<file path="config.mk">
export PLATFORM = sky130hd
export DESIGN_NAME = vga_driver_flat
export DESIGN_NICKNAME = d
export VERILOG_FILES = /design/src/rtl/vga_driver_pkg.sv /design/src/rtl/vga_driver_if.sv /design/src/rtl/vga_sync_delay.sv /design/src/rtl/vga_driver.sv /design/src/flat_wrapper.sv
export SDC_FILE = /design/constraint.sdc
export NUM_CORES = 1
export LEC_CHECK = 0
export CORE_ASPECT_RATIO = 1.1
export CORE_MARGIN = 2
export CORE_UTILIZATION = 43
export CTS_BUF_LIST = sky130_fd_sc_hd__clkbuf_4 sky130_fd_sc_hd__clkbuf_8
export CTS_CLUSTER_DIAMETER = 30
export DETAILED_ROUTE_END_ITERATION = 10
export PLACE_DENSITY = 0.78
export SETUP_SLACK_MARGIN = 0.02
export SYNTH_ARGS = -nofsm -noshare
export SYNTH_HDL_FRONTEND = slang
export SYNTH_SLANG_ARGS = --single-unit
</file>
<file path="constraint.sdc">
create_clock -name clk -period 2.1 [get_ports clk]
set_input_delay 0.525 -clock clk [delete_from_list [all_inputs] [get_ports clk]]
set_output_delay 0.525 -clock clk [all_outputs]
set_load 0.1 [all_outputs]
</file>
<file path="src/rtl/vga_driver_pkg.sv">
// Shared 640x480@60 timing defaults, colour word layout and small decode helpers
// for the VGA timing master.
package vga_driver_pkg;

  localparam int XY_W    = 10;
  localparam int COLOR_W = 24;
  localparam int CH_W    = 8;

  localparam int DEF_CLK_DIV  = 2;
  localparam int DEF_H_ACTIVE = 640;
  localparam int DEF_H_FP     = 16;
  localparam int DEF_H_SYNC   = 96;
  localparam int DEF_H_BP     = 48;
  localparam int DEF_V_ACTIVE = 480;
  localparam int DEF_V_FP     = 10;
  localparam int DEF_V_SYNC   = 2;
  localparam int DEF_V_BP     = 33;
  localparam int DEF_PIPE_DLY = 1;

  // {R,G,B}: red occupies the top byte of the colour word
  typedef struct packed {
    logic [CH_W-1:0] r;
    logic [CH_W-1:0] g;
    logic [CH_W-1:0] b;
  } rgb_t;

  typedef struct packed {
    logic hs;
    logic vs;
    logic act;
  } sync_t;

  localparam sync_t SYNC_IDLE = '{hs: 1'b1, vs: 1'b1, act: 1'b0};

  function automatic rgb_t unpack_rgb(input logic [COLOR_W-1:0] c);
    return rgb_t'(c);
  endfunction

  function automatic logic in_span(input logic [XY_W-1:0] v, input int lo, input int len);
    return (int'(v) >= lo) && (int'(v) < lo + len);
  endfunction

endpackage

</file>
<file path="src/rtl/vga_driver_if.sv">
// Pixel-side and DAC-side signals of the VGA driver; master is the driver,
// slave is the colour logic / board pins.
interface vga_driver_if;
  import vga_driver_pkg::*;

  logic [XY_W-1:0]    x;
  logic [XY_W-1:0]    y;
  logic               pix_en;
  logic               frame_start;
  logic [COLOR_W-1:0] color;
  logic               vga_clk;
  logic               vga_hs;
  logic               vga_vs;
  logic               vga_blank_n;
  logic               vga_sync_n;
  logic [CH_W-1:0]    vga_r;
  logic [CH_W-1:0]    vga_g;
  logic [CH_W-1:0]    vga_b;

  modport master (
    output x, y, pix_en, frame_start,
    output vga_clk, vga_hs, vga_vs, vga_blank_n, vga_sync_n, vga_r, vga_g, vga_b,
    input  color
  );

  modport slave (
    input  x, y, pix_en, frame_start,
    input  vga_clk, vga_hs, vga_vs, vga_blank_n, vga_sync_n, vga_r, vga_g, vga_b,
    output color
  );

endinterface

</file>
<file path="src/rtl/vga_sync_delay.sv">
// Enable-gated shift register of configurable width/depth; DEPTH=0 is a wire.
// Resets to the IDLE word so no stale sync pulse leaks out after reset.
module vga_sync_delay #(
  parameter int               WIDTH = 3,
  parameter int               DEPTH = 1,
  parameter logic [WIDTH-1:0] IDLE  = '0
) (
  input  logic             clk,
  input  logic             rst,
  input  logic             en,
  input  logic [WIDTH-1:0] d,
  output logic [WIDTH-1:0] q
);

  if (DEPTH == 0) begin : g_bypass
    logic unused_ctrl;
    assign unused_ctrl = clk ^ rst ^ en;
    assign q = d;
  end else begin : g_line
    logic [WIDTH-1:0] line_q [DEPTH];
    logic [WIDTH-1:0] line_d [DEPTH];

    always_comb begin
      line_d = line_q;
      if (en) begin
        line_d[0] = d;
        for (int i = 1; i < DEPTH; i++) begin
          line_d[i] = line_q[i-1];
        end
      end
    end

    always_ff @(posedge clk or negedge rst) begin
      if (!rst) begin
        for (int i = 0; i < DEPTH; i++) begin
          line_q[i] <= IDLE;
        end
      end else begin
        line_q <= line_d;
      end
    end

    assign q = line_q[DEPTH-1];
  end

endmodule

</file>
<file path="src/rtl/vga_driver.sv">
// VGA timing master and pixel sink: pixel divider, h/v counters, sync/blank
// decode, and DAC output registers aligned to the colour pipeline.
module vga_driver
  import vga_driver_pkg::*;
#(
  parameter int CLK_DIV  = DEF_CLK_DIV,
  parameter int H_ACTIVE = DEF_H_ACTIVE,
  parameter int H_FP     = DEF_H_FP,
  parameter int H_SYNC   = DEF_H_SYNC,
  parameter int H_BP     = DEF_H_BP,
  parameter int V_ACTIVE = DEF_V_ACTIVE,
  parameter int V_FP     = DEF_V_FP,
  parameter int V_SYNC   = DEF_V_SYNC,
  parameter int V_BP     = DEF_V_BP,
  parameter int PIPE_DLY = DEF_PIPE_DLY
) (
  input logic          clk,
  input logic          rst,
  vga_driver_if.master vga
);

  localparam int H_TOTAL = H_ACTIVE + H_FP + H_SYNC + H_BP;
  localparam int V_TOTAL = V_ACTIVE + V_FP + V_SYNC + V_BP;
  localparam int DIV_W   = $clog2(CLK_DIV);

  localparam logic [DIV_W-1:0] DIV_LAST = DIV_W'(CLK_DIV - 1);
  localparam logic [DIV_W-1:0] DIV_HALF = DIV_W'(CLK_DIV / 2);
  localparam logic [XY_W-1:0]  X_LAST   = XY_W'(H_TOTAL - 1);
  localparam logic [XY_W-1:0]  Y_LAST   = XY_W'(V_TOTAL - 1);

  logic [DIV_W-1:0] div_q, div_d;
  logic [XY_W-1:0]  x_q, x_d;
  logic [XY_W-1:0]  y_q, y_d;
  logic             pix_en_q, pix_en_d;
  logic             frame_start_q, frame_start_d;
  logic             vga_clk_q, vga_clk_d;
  sync_t            sync_raw, sync_dly;
  sync_t            out_q, out_d;
  rgb_t             rgb_q, rgb_d;

  // Divider and counters. Strobes are computed from next-state so they line
  // up with the clock on which the counters actually advance.
  always_comb begin
    div_d = (div_q == DIV_LAST) ? '0 : div_q + 1'b1;
    x_d   = x_q;
    y_d   = y_q;
    if (pix_en_q) begin
      if (x_q == X_LAST) begin
        x_d = '0;
        y_d = (y_q == Y_LAST) ? '0 : y_q + 1'b1;
      end else begin
        x_d = x_q + 1'b1;
      end
    end
    pix_en_d      = (div_d == DIV_LAST);
    frame_start_d = pix_en_d && (x_d == '0) && (y_d == '0);
    vga_clk_d     = (div_d >= DIV_HALF);
  end

  always_comb begin
    sync_raw.hs  = !in_span(x_q, H_ACTIVE + H_FP, H_SYNC);
    sync_raw.vs  = !in_span(y_q, V_ACTIVE + V_FP, V_SYNC);
    sync_raw.act = (int'(x_q) < H_ACTIVE) && (int'(y_q) < V_ACTIVE);
  end

  vga_sync_delay #(
    .WIDTH ($bits(sync_t)),
    .DEPTH (PIPE_DLY),
    .IDLE  (SYNC_IDLE)
  ) u_sync_delay (
    .clk (clk),
    .rst (rst),
    .en  (pix_en_q),
    .d   (sync_raw),
    .q   (sync_dly)
  );

  // Output stage: colour is only looked at on pixel ticks.
  always_comb begin
    out_d = out_q;
    rgb_d = rgb_q;
    if (pix_en_q) begin
      out_d = sync_dly;
      rgb_d = sync_dly.act ? unpack_rgb(vga.color) : '0;
    end
  end

  always_ff @(posedge clk or negedge rst) begin
    if (!rst) begin
      div_q         <= '0;
      x_q           <= '0;
      y_q           <= '0;
      pix_en_q      <= 1'b0;
      frame_start_q <= 1'b0;
      vga_clk_q     <= 1'b0;
      out_q         <= SYNC_IDLE;
      rgb_q         <= '0;
    end else begin
      div_q         <= div_d;
      x_q           <= x_d;
      y_q           <= y_d;
      pix_en_q      <= pix_en_d;
      frame_start_q <= frame_start_d;
      vga_clk_q     <= vga_clk_d;
      out_q         <= out_d;
      rgb_q         <= rgb_d;
    end
  end

  assign vga.x           = x_q;
  assign vga.y           = y_q;
  assign vga.pix_en      = pix_en_q;
  assign vga.frame_start = frame_start_q;
  assign vga.vga_clk     = vga_clk_q;
  assign vga.vga_hs      = out_q.hs;
  assign vga.vga_vs      = out_q.vs;
  assign vga.vga_blank_n = out_q.act;
  assign vga.vga_sync_n  = 1'b0;
  assign vga.vga_r       = rgb_q.r;
  assign vga.vga_g       = rgb_q.g;
  assign vga.vga_b       = rgb_q.b;

endmodule
</file>
<file path="src/flat_wrapper.sv">
// flat-port wrapper written by rule: the top's interface ports become plain ports
module vga_driver_flat import vga_driver_pkg::*;
#(
  parameter int CLK_DIV  = DEF_CLK_DIV,
  parameter int H_ACTIVE = DEF_H_ACTIVE,
  parameter int H_FP     = DEF_H_FP,
  parameter int H_SYNC   = DEF_H_SYNC,
  parameter int H_BP     = DEF_H_BP,
  parameter int V_ACTIVE = DEF_V_ACTIVE,
  parameter int V_FP     = DEF_V_FP,
  parameter int V_SYNC   = DEF_V_SYNC,
  parameter int V_BP     = DEF_V_BP,
  parameter int PIPE_DLY = DEF_PIPE_DLY
)
  (clk, rst, vga_x, vga_y, vga_pix_en, vga_frame_start, vga_vga_clk, vga_vga_hs, vga_vga_vs, vga_vga_blank_n, vga_vga_sync_n, vga_vga_r, vga_vga_g, vga_vga_b, vga_color);
  vga_driver_if vga_i ();
  input logic clk;
  input logic rst;
  output wire logic [$bits(vga_i.x)-1:0] vga_x;
  output wire logic [$bits(vga_i.y)-1:0] vga_y;
  output wire logic [$bits(vga_i.pix_en)-1:0] vga_pix_en;
  output wire logic [$bits(vga_i.frame_start)-1:0] vga_frame_start;
  output wire logic [$bits(vga_i.vga_clk)-1:0] vga_vga_clk;
  output wire logic [$bits(vga_i.vga_hs)-1:0] vga_vga_hs;
  output wire logic [$bits(vga_i.vga_vs)-1:0] vga_vga_vs;
  output wire logic [$bits(vga_i.vga_blank_n)-1:0] vga_vga_blank_n;
  output wire logic [$bits(vga_i.vga_sync_n)-1:0] vga_vga_sync_n;
  output wire logic [$bits(vga_i.vga_r)-1:0] vga_vga_r;
  output wire logic [$bits(vga_i.vga_g)-1:0] vga_vga_g;
  output wire logic [$bits(vga_i.vga_b)-1:0] vga_vga_b;
  input wire logic [$bits(vga_i.color)-1:0] vga_color;
  assign vga_x = vga_i.x;
  assign vga_y = vga_i.y;
  assign vga_pix_en = vga_i.pix_en;
  assign vga_frame_start = vga_i.frame_start;
  assign vga_vga_clk = vga_i.vga_clk;
  assign vga_vga_hs = vga_i.vga_hs;
  assign vga_vga_vs = vga_i.vga_vs;
  assign vga_vga_blank_n = vga_i.vga_blank_n;
  assign vga_vga_sync_n = vga_i.vga_sync_n;
  assign vga_vga_r = vga_i.vga_r;
  assign vga_vga_g = vga_i.vga_g;
  assign vga_vga_b = vga_i.vga_b;
  assign vga_i.color = vga_color;
  vga_driver #(.CLK_DIV(CLK_DIV), .H_ACTIVE(H_ACTIVE), .H_FP(H_FP), .H_SYNC(H_SYNC), .H_BP(H_BP), .V_ACTIVE(V_ACTIVE), .V_FP(V_FP), .V_SYNC(V_SYNC), .V_BP(V_BP), .PIPE_DLY(PIPE_DLY)) u_core (.clk(clk), .rst(rst), .vga(vga_i));
endmodule
</file>
# [Word-level counts from Yosys, hierarchy flattened]
# Cells that the tools add are included.
# Widths: inputs -> output; s select.
[word_totals] regBits=53 output_inout_bits=51 wordCells=40 in_bits=26
[op_classes] reduce_logical=9 n_addsub=3 n_lt_le_gt_ge=7 mux=7 n_eq_ne=2
[ops] cell="$mux 10" n=5
[ops] cell="$mux 24" n=1
[ops] cell="$add 10x1->10 const B" n=2
[ops] cell="$eq 10x10->1 const B" n=2
[ops] cell="$logic_not 10->1" n=2
[ops] cell="$lt 10x10->1 const B" n=2
[ops] cell="$lt 10x9->1 const B" n=2
[ops] cell="$ge 10x10->1 const B" n=1
[ops] cell="$ge 10x9->1 const B" n=1
[ops] cell="$logic_and 1x1->1" n=5
[ops] cell="$logic_not 1->1" n=2
[ops] cell="$add 1x1->1 const B" n=1
[ops] cell="$ge 1x1->1 const B" n=1
[ops] cell="$mux 1" n=1

# [Longest topological paths before layout]
# Gate-level depths: netlist of run 1.
[logic_depth] depth_word=6 mapped_depth=8 depth_no_buf=8

# [Cells and area by module]
# From an unflattened synthesis of run 1, not the netlist that was laid out.
[hier_totals] hier_cells=267 hier_area_um2=2562.5
[modules_own_cells] module="vga_driver" area_each_um2=2451.1 instances=1 cells_per_inst=261
[modules_own_cells] module="vga_sync_delay" area_each_um2=111.4 instances=1 cells_per_inst=6

# [Worst setup path before layout of run 1]
# Ideal clock, no wire load.
[synth_path] kind="register -> register" startpoint="register u_core.x_q[1] (netlist: u_core.vga.x[1])" endpoint="register u_core.frame_start_q (netlist: u_core.vga.frame_start)" synth_period_minus_slack_ns=2.775 stages_incl_launch_ff=9 setup_ns=0.120 arrival_ns=2.654 slack_ns=-0.675 path_cell_list="dfrtp_1 -> ha_1 -> and4_1 -> nand4_1 -> buf_2 -> or4_4 -> o21ai_2 -> a21oi_2 -> and4_1"
[synth_between] elab_cells_between_ends=10
[synth_rtl] element="from (decl)" line_no="vga_driver.sv:32" text="logic [XY_W-1:0] x_q, x_d;"
[synth_rtl] element="from (signal assigned)" line_no="vga_driver.sv:91" text="x_q <= '0;"
[synth_rtl] element="from (signal assigned)" line_no="vga_driver.sv:100" text="x_q <= x_d;"
[synth_rtl] element="$eq 10x10->1" line_no="vga_driver.sv:48" text="if (x_q == X_LAST) begin"
[synth_rtl] element="$mux 10" line_no="vga_driver.sv:48"
[synth_rtl] element="$mux 10" line_no="vga_driver.sv:47" text="if (pix_en_q) begin"
[synth_rtl] element="net u_core.y_d[3]" line_no="vga_driver.sv:33" text="logic [XY_W-1:0] y_q, y_d;"
[synth_rtl] element="$logic_not 10->1" line_no="vga_driver.sv:56" text="frame_start_d = pix_en_d && (x_d == '0) && (y_d == '0);"
[synth_rtl] element="$logic_and 1x1->1" line_no="vga_driver.sv:56"
[synth_rtl] element="net u_core.frame_start_d" line_no="vga_driver.sv:35" text="logic frame_start_q, frame_start_d;"
[synth_rtl] element="to (signal assigned)" line_no="vga_driver.sv:103" text="frame_start_q <= frame_start_d;"
[synth_rtl] element="to (decl)" line_no="vga_driver.sv:35"
# The timed path passes the listed nets, and every way through them passes these cells.
# A chain may end at the register's enable or synchronous reset.

# [Worst setup path after layout of run 1]
[layout_path] startpoint="register u_core.x_q[6] (netlist: u_core.vga.x[6])" endpoint="register u_core.frame_start_q (netlist: u_core.vga.frame_start)"
[layout_between] elab_chain_cells=6 elab_cells_between_ends=10
[layout_lines] element="$add 10x1->10 / $eq 10x10->1 (equally long branches)" line_no="vga_driver.sv:52, vga_driver.sv:48"
[layout_lines] element="$mux 10" line_no="vga_driver.sv:48"
[layout_lines] element="$mux 10" line_no="vga_driver.sv:47"
[layout_lines] element="$logic_not 10->1" line_no="vga_driver.sv:56"
[layout_lines] element="$logic_and 1x1->1" line_no="vga_driver.sv:56"
[layout_lines] element="$logic_and 1x1->1 *" line_no="vga_driver.sv:56"
[layout_lines] element="net u_core.frame_start_d" line_no="vga_driver.sv:35"
# The timed path passes the listed nets; every way through them passes the cells marked *.

==> reports/metrics.csv, run 1 <==
stage,metric,value,unit
floorplanning,Core ar.,5430,µm²
yosys,ys async rst share,1.000,
floorplanning,die area,6272,µm²
power,PwrDens,577.3,nW/µm²
yosys,Mean Syn Cell Area,11.00,µm²
detailed_routing,vias post-DR,2133,
yosys,"Primary FF master, synth",dfrtp_1,
detailed_routing,via-per-instance ratio,5.469,
clocking,Clock Pin Slew Worst Setup and Hold Paths,0.09,ns
power,Final Total Pwr,2.168,mW
timing,Layout Skew,0.005398,ns
detailed_routing,DRC viols,0,
global_route,global-route wire length before repair,10.20,mm
cells_and_area,fillcell total,390,
clocking,Root Buffer,clkbuf_8,
yosys,register area share after synthesis,0.5373,
placement,port bufs,75,
timing,worst slew pin tran,0.8447,ns
timing,fin. max-slew vios,0,
detailed_routing,routed length per instance,15.66,µm
floorplanning,num rows,28,
clocking,H-tree depth,2,
setup_path,WS Path Type,register to register,
clocking,insertion delay to the later sink of the worst-skew pair,0.30,ns
global_route,vias in the first global route,2127,
cells_and_area,Final nets,344,
timing,worst setup slack after layout,-0.01399,ns
timing,worst hold margin,0.2544,ns
yosys,Area contributors post-synth,"dfrtp_1 49%, a22o_1 8.6%, dfstp_2 4.3%",
yosys,synthesized flop and latch total,52,
timing,final hold violations,0,
yosys,Gate Count Post-Synth,221,
clocking,hold buffers post-CTS,0,
timing,period utilization,1.007,
outcome,status,"finished, violations left",
power,Int Pwr,1.602,mW
outcome,failing checks,negative setup slack,
hold_path,Hold Crit Class,input pin to asynchronous set/reset pin,
timing,Final TNS setup,-0.01399,ns
clocking,clock sink count,52,
setup_path,worst path required time,2.34,ns
power,Switching Fraction,0.2610,
clocking,CTS Buf Count,5,
cells_and_area,share of cells above drive strength 1,0.3746,
clocking,Longest Clk Path Bufs,2,
yosys,cell area after synthesis,2431,µm²
timing,minimum clock period,2.114,ns
floorplanning,Die Y,82.86,µm
detailed_routing,Routed WL,6.109,mm
power,Clk pwr share,0.375,
yosys,net count after synthesis,251,
floorplanning,Die X,75.69,µm
global_route,Total GRT Usage,0.2088,
floorplanning,Starting Density,0.4477,
timing,Max Fclk,0.4730,GHz
job,Max-Cap Viols,0,
timing,Slew headroom,0.4369,
detailed_routing,initial drt markers,139,
yosys,most frequent cell after synthesis,dfrtp_1,
power,maximum vdd drop,0.4307,mV
yosys,post-synth top area share,0.4941,
power,Static Leak,1.686,nW
yosys,Commonest cells post-synth,"48 x dfrtp_1, 24 x a22o_1, 13 x nand2_1",
power,combinational share of power,0.145,
power,Reg power frac,0.480,
placement,routability cong.,0.9035,
setup_path,CP arrival,2.36,ns
yosys,Synth Warn #,0,
detailed_routing,remaining antenna violation count,0,
timing,Final Setup Violations,1,
setup_path,Crit Path Max Fanout,3,
floorplanning,boundary pin count,77,
global_route,GR Overflow Total,0,
clocking,CTS tree,built,
setup_path,CP endpoint kind,register,
yosys,post-synth top area cell,dfrtp_1,
global_route,initial antenna violation count,0,
setup_path,Setup crit start kind,register,
yosys,number of synthesized flops with an enable pin,0,
global_route,largest net degree at the start of global routing,30,
cells_and_area,Ant. Diodes,0,
timing,RSZ-0062 raised after global routing,yes,
detailed_routing,TritonRoute pass-1 iters,4,
yosys,Yosys cell types,47,
power,Net Switching,565.7,µW
cells_and_area,area delta synth->final,54.45,%
placement,HPWL Detailed,4.401,mm
-- metal layers --
metal	wire length (µm)	GRT usage	part of all wire	up-vias
met5	0	0	0	-
met1	2614	0.2765	0.43	1019
met2	2909	0.3217	0.48	113
li1	-	-	-	987
met3	464	0.06553	0.076	14
met4	119	0.06858	0.019	0
-- worst max-delay path, stage by stage (launching register included) --
cell and delay [ns]:
dfrtp_4 0.50, nor4b_4 0.29, nand4_1 0.20, or4_1 0.55
a21o_1 0.18, a22oi_2 0.14, and4_1 0.19
-- worst paths after layout --
check	end	depth (start not counted)	slack [ns]	start
max	u_core.vga.frame_start	6	-0.01	u_core.vga.x[6]
max reg2reg	u_core.vga.frame_start	6	-0.01	u_core.vga.x[6]
min in group clk	u_core.u_sync_delay.q[2]	2	0.49	u_core.u_sync_delay.q[2]
min	u_core.vga.x[4]	1	0.25	rst
max in group asynchronous	u_core.vga.vga_g[4]	2	1.29	rst
min reg2reg	u_core.u_sync_delay.q[2]	2	0.49	u_core.u_sync_delay.q[2]
-- flip-flops by register name (all words and copies together), names as in the netlist --
name	cells
u_core.vga.x	10
u_core.vga.y	10
u_core.vga.vga_b	8
u_core.vga.vga_g	8
u_core.vga.vga_r	8
u_core.u_sync_delay.q	3
u_core.div_q	1
u_core.vga.frame_start	1
u_core.vga.vga_blank_n	1
u_core.vga.vga_hs	1
u_core.vga.vga_vs	1
-- power groups by stage --
stage                     registers [mW]  logic (mW)  clock network (mW)
after detailed placement            1.06       0.319                   0
after CTS                           1.04       0.317               0.821
after global routing                1.04       0.326               0.869
after floorplan                     1.23      0.0291                   0
final                               1.04       0.314               0.814
after global placement              1.06       0.314                   0
-- logic make-up after synthesis --
kind of cell | after synthesis | share of synthesized area
AO/OA/AOI/OAI | 54 | 0.1662
XOR/XNOR | 10 | 0.03603
adder cells (fa/ha/maj) | 4 | 0.02059
buffers and inverters | 25 | 0.04838
flip-flops | 52 | 0.5373
multiplexers | 4 | 0.01750
other | 1 | 0.001543
AND/OR/NAND/NOR | 71 | 0.1724
-- stage by stage --
step	cells	area [µm²]	utilization	worst slack, ns
floorplan	221	2491	-	-0.1949
global placement	379	3582	0.6597	0.05053
detailed placement	379	3582	0.6597	-0.04256
CTS	390	3749	0.6903	0.01806
global route	390	3755	0.6915	-0.1088
finish	390	3755	0.6915	-0.01399
-- cell type report --
cell class	instances	area [µm²]	share of cell area
inverters	8	30.03	0.007997
clock buffers	6	76.32	0.02033
repair buffers	103	1122	0.2989
clock inverters	2	60.06	0.01599
well taps	75	93.84	0.02499
multi-input cells	144	1030	0.2742
flip-flops and latches	52	1343	0.3575
-- repair_timing --
item                       in CTS  in global routing
buffers inserted                3                  0
setup endpoints to repair       1                  1
gates resized for setup         3                  1
pin swaps                       7                  6
-- placed cells by master, fill, tap and decap left out, types with 8 or more instances in the layout --
cell	n
a22o_1	24
buf_12	23
buf_4	54
clkdlybuf4s50_1	24
dfrtp_1	33
dfrtp_2	8
nand2_1	13
nand3_1	12
nor2_1	8
o21ai_0	12
xnor2_1	9
No activity file was read; power rests on OpenSTA's default activity.
==> inputs of run 2 (changes only) <==
CTS_CLUSTER_DIAMETER = 50   (was 30)
==> results of run 2 <==
Same layout as run 1: the final DEF is identical, and so are final timing and power.
==> inputs of run 3 (changes only) <==
PLACE_DENSITY = 0.87   (was 0.78)
RECOVER_POWER = 25   (was unset)
==> reports/metrics.csv, run 3 (synthesis gave the netlist of run 1 again) <==
stage,metric,value,unit,change
floorplanning,boundary pin count,77,,unchanged
job,Max-Cap Viols,0,,unchanged
outcome,failing checks,negative setup slack,,
setup_path,R2R setup slack,-0.002,ns,about the same
clocking,CTS tree,built,,
clocking,insertion delay to the later sink of the worst-skew pair,0.30,ns,about the same
timing,final hold violations,0,,unchanged
placement,routability cong.,0.9327,,+3.2%
timing,RSZ-0062 raised after global routing,yes,,
detailed_routing,remaining antenna violation count,0,,unchanged
floorplanning,Die Y,82.86,µm,unchanged
setup_path,slowest CP cell,dfrtp_4,,
setup_path,FF-to-FF End,u_core.vga.frame_start,,
cells_and_area,Final Core Density,0.6917,,about the same
detailed_routing,routed length per instance,15.52,µm,-0.92%
setup_path,CP startpoint,u_core.vga.x[6],,
floorplanning,die area,6272,µm²,unchanged
timing,worst setup slack after layout,-0.002035,ns,+0.01196 ns
detailed_routing,vias post-DR,2089,,-2.1%
power,PwrDens,518.9,nW/µm²,-10%
global_route,global-route wire length before repair,10.22,mm,+0.20%
clocking,CTS Buf Count,5,,unchanged
hold_path,Hold EP,u_core.u_sync_delay.q[2],,
power,Static Leak,1.673,nW,-0.81%
setup_path,reg2reg start,u_core.vga.x[6],,
power,Clk pwr share,0.304,,-0.071
floorplanning,Starting Density,0.4477,,unchanged
timing,fin. max-slew vios,0,,unchanged
setup_path,Setup crit start kind,register,,
power,maximum vdd drop,0.4890,mV,+14%
cells_and_area,Final nets,344,,unchanged
hold_path,hold depth,2,,
global_route,met2 Usage GRT,0.3233,,+0.001581
timing,period utilization,1.001,,-0.005693
detailed_routing,Routed WL,6.053,mm,-0.92%
setup_path,Max stage delay on crit path,0.50,ns,-0.05 ns
timing,minimum clock period,2.102,ns,-0.01196 ns
power,Net Switching,578.9,µW,+2.3%
timing,Final Setup Violations,1,,unchanged
detailed_routing,DRC viols,0,,unchanged
cells_and_area,"most common cell after layout, fill and taps aside",buf_4,,
placement,port bufs,75,,unchanged
detailed_routing,initial drt markers,183,,+32%
global_route,Total GRT Usage,0.2063,,-0.002447
clocking,Root Buffer,clkbuf_8,,
hold_path,worst hold start,u_core.u_sync_delay.q[2],,
setup_path,worst-path cell chain,nor4b_4 > nand4_1 > or4_1 > a21o_1 > a22oi_2 > and4_1,,
detailed_routing,TritonRoute pass-1 iters,5,,+1
global_route,vias in the first global route,2133,,+0.28%
outcome,status,"finished, violations left",,
floorplanning,Core ar.,5430,µm²,unchanged
timing,Max Fclk,0.4757,GHz,+0.57%
setup_path,CP arrival,2.33,ns,-0.03 ns
global_route,largest net degree at the start of global routing,31,,+3.3%
cells_and_area,share of cells above drive strength 1,0.3778,,+0.003175
power,Reg power frac,0.534,,+0.054
global_route,GR Overflow Total,0,,unchanged
global_route,met1 Use GR,0.2916,,+0.01506
cells_and_area,Ant. Diodes,0,,unchanged
floorplanning,Die X,75.69,µm,unchanged
setup_path,Crit Path Max Fanout,3,,unchanged
cells_and_area,most frequent cells in the layout,"52 x buf_4, 33 x dfrtp_1, 25 x buf_12, 24 x a22o_1, 24 x clkdlybuf4s50_1",,
floorplanning,num rows,28,,unchanged
setup_path,Worst R2R Path Depth,6,,unchanged
timing,worst slew pin tran,1.353,ns,+0.5087 ns
clocking,Longest Clk Path Bufs,2,,unchanged
setup_path,worst path required time,2.33,ns,about the same
power,Switching Fraction,0.2970,,+0.03603
hold_path,Hold Crit Class,register to register,,
clocking,H-tree depth,2,,unchanged
timing,Layout Skew,0.01064,ns,+0.005244 ns
power,combinational share of power,0.162,,+0.017
power,Int Pwr,1.370,mW,-14%
global_route,initial antenna violation count,0,,unchanged
placement,HPWL Detailed,4.572,mm,+3.9%
timing,Final TNS setup,-0.002035,ns,+0.01196 ns
cells_and_area,fillcell total,382,,-2.1%
global_route,met3 Track Usage GR,0.03762,,-0.02791
clocking,clock sink count,52,,unchanged
timing,Slew headroom,0.09774,,-0.3391
global_route,GR peak layer,met2,,
setup_path,WS Path Type,register to register,,
cells_and_area,area delta synth->final,54.50,%,about the same
power,Final Total Pwr,1.949,mW,-10%
detailed_routing,via-per-instance ratio,5.356,,-2.1%
setup_path,CP endpoint kind,register,,
clocking,Clock Pin Slew Worst Setup and Hold Paths,0.09,ns,about the same
[run 3: layer usage]
| metal | vias to the layer above | wire, µm |
|---|---|---|
| li1 | 986 | - |
| met1 | 1006 | 2664 |
| met2 | 91 | 2967 |
| met3 | 6 | 343 |
| met4 | 0 | 78 |
| met5 | - | 0 |
[run 3: worst max-delay path by stage]
| stage | slack, ns | endpoint | depth (start not counted) |
|---|---|---|---|
| floorplan | -0.19 | u_core.vga.frame_start | 8 |
| global placement | 0.06 | u_core.vga.frame_start | 6 |
| detailed placement | -0.002 | u_core.vga.frame_start | 6 |
| CTS | 0.002 | u_core.vga.frame_start | 6 |
| global route | -0.13 | u_core.vga.frame_start | 6 |
| finish | -0.002 | u_core.vga.frame_start | 6 |
[run 3: power by group through the flow]
| stage | registers, mW | logic [mW] | clock network [mW] |
|---|---|---|---|
| finish | 1.04 | 0.316 | 0.593 |
| detailed placement | 1.06 | 0.321 | 0 |
| global placement | 1.06 | 0.314 | 0 |
| floorplan | 1.23 | 0.0291 | 0 |
| global route | 1.04 | 0.329 | 0.644 |
| CTS | 1.04 | 0.320 | 0.607 |
[run 3: layout make-up]
| class | count | area [µm²] | share of cell area |
|---|---|---|---|
| repair buffers | 103 | 1146 | 0.3051 |
| clock inverters | 2 | 17.52 | 0.004664 |
| well taps | 75 | 93.84 | 0.02498 |
| multi-input cells | 144 | 1050 | 0.2795 |
| flip-flops and latches | 52 | 1343 | 0.3574 |
| inverters | 8 | 30.03 | 0.007995 |
| clock buffers | 6 | 76.32 | 0.02032 |
[run 3: per-stage QoR]
stage | hold slack (ns) | cells | instance area (µm²) | worst slack, ns
floorplan | 0.2294 | 221 | 2491 | -0.1949
global placement | 0.4738 | 376 | 3585 | 0.06202
detailed placement | 0.4820 | 376 | 3585 | -0.002254
CTS | 0.2105 | 387 | 3705 | 0.001703
global route | 0.5369 | 390 | 3756 | -0.1301
finish | 0.4940 | 390 | 3756 | -0.002035
[run 3: timing repair]
action / in CTS / in global routing
endpoints found under the setup margin: 1 / 1
hold endpoints to repair: 0 / 0
pin swaps: 4 / 5
resized for setup: 3 / 5
gates cloned: 0 / 0
buffers inserted: 3 / 3
hold buffers: 0 / 0
[run 3: worst max-delay path: cells and delay by family (launching register included)]
kind / cells / cell delay [ns]
simple gates: 4 / 1.21
flops: 1 / 0.50
compound gates: 2 / 0.34
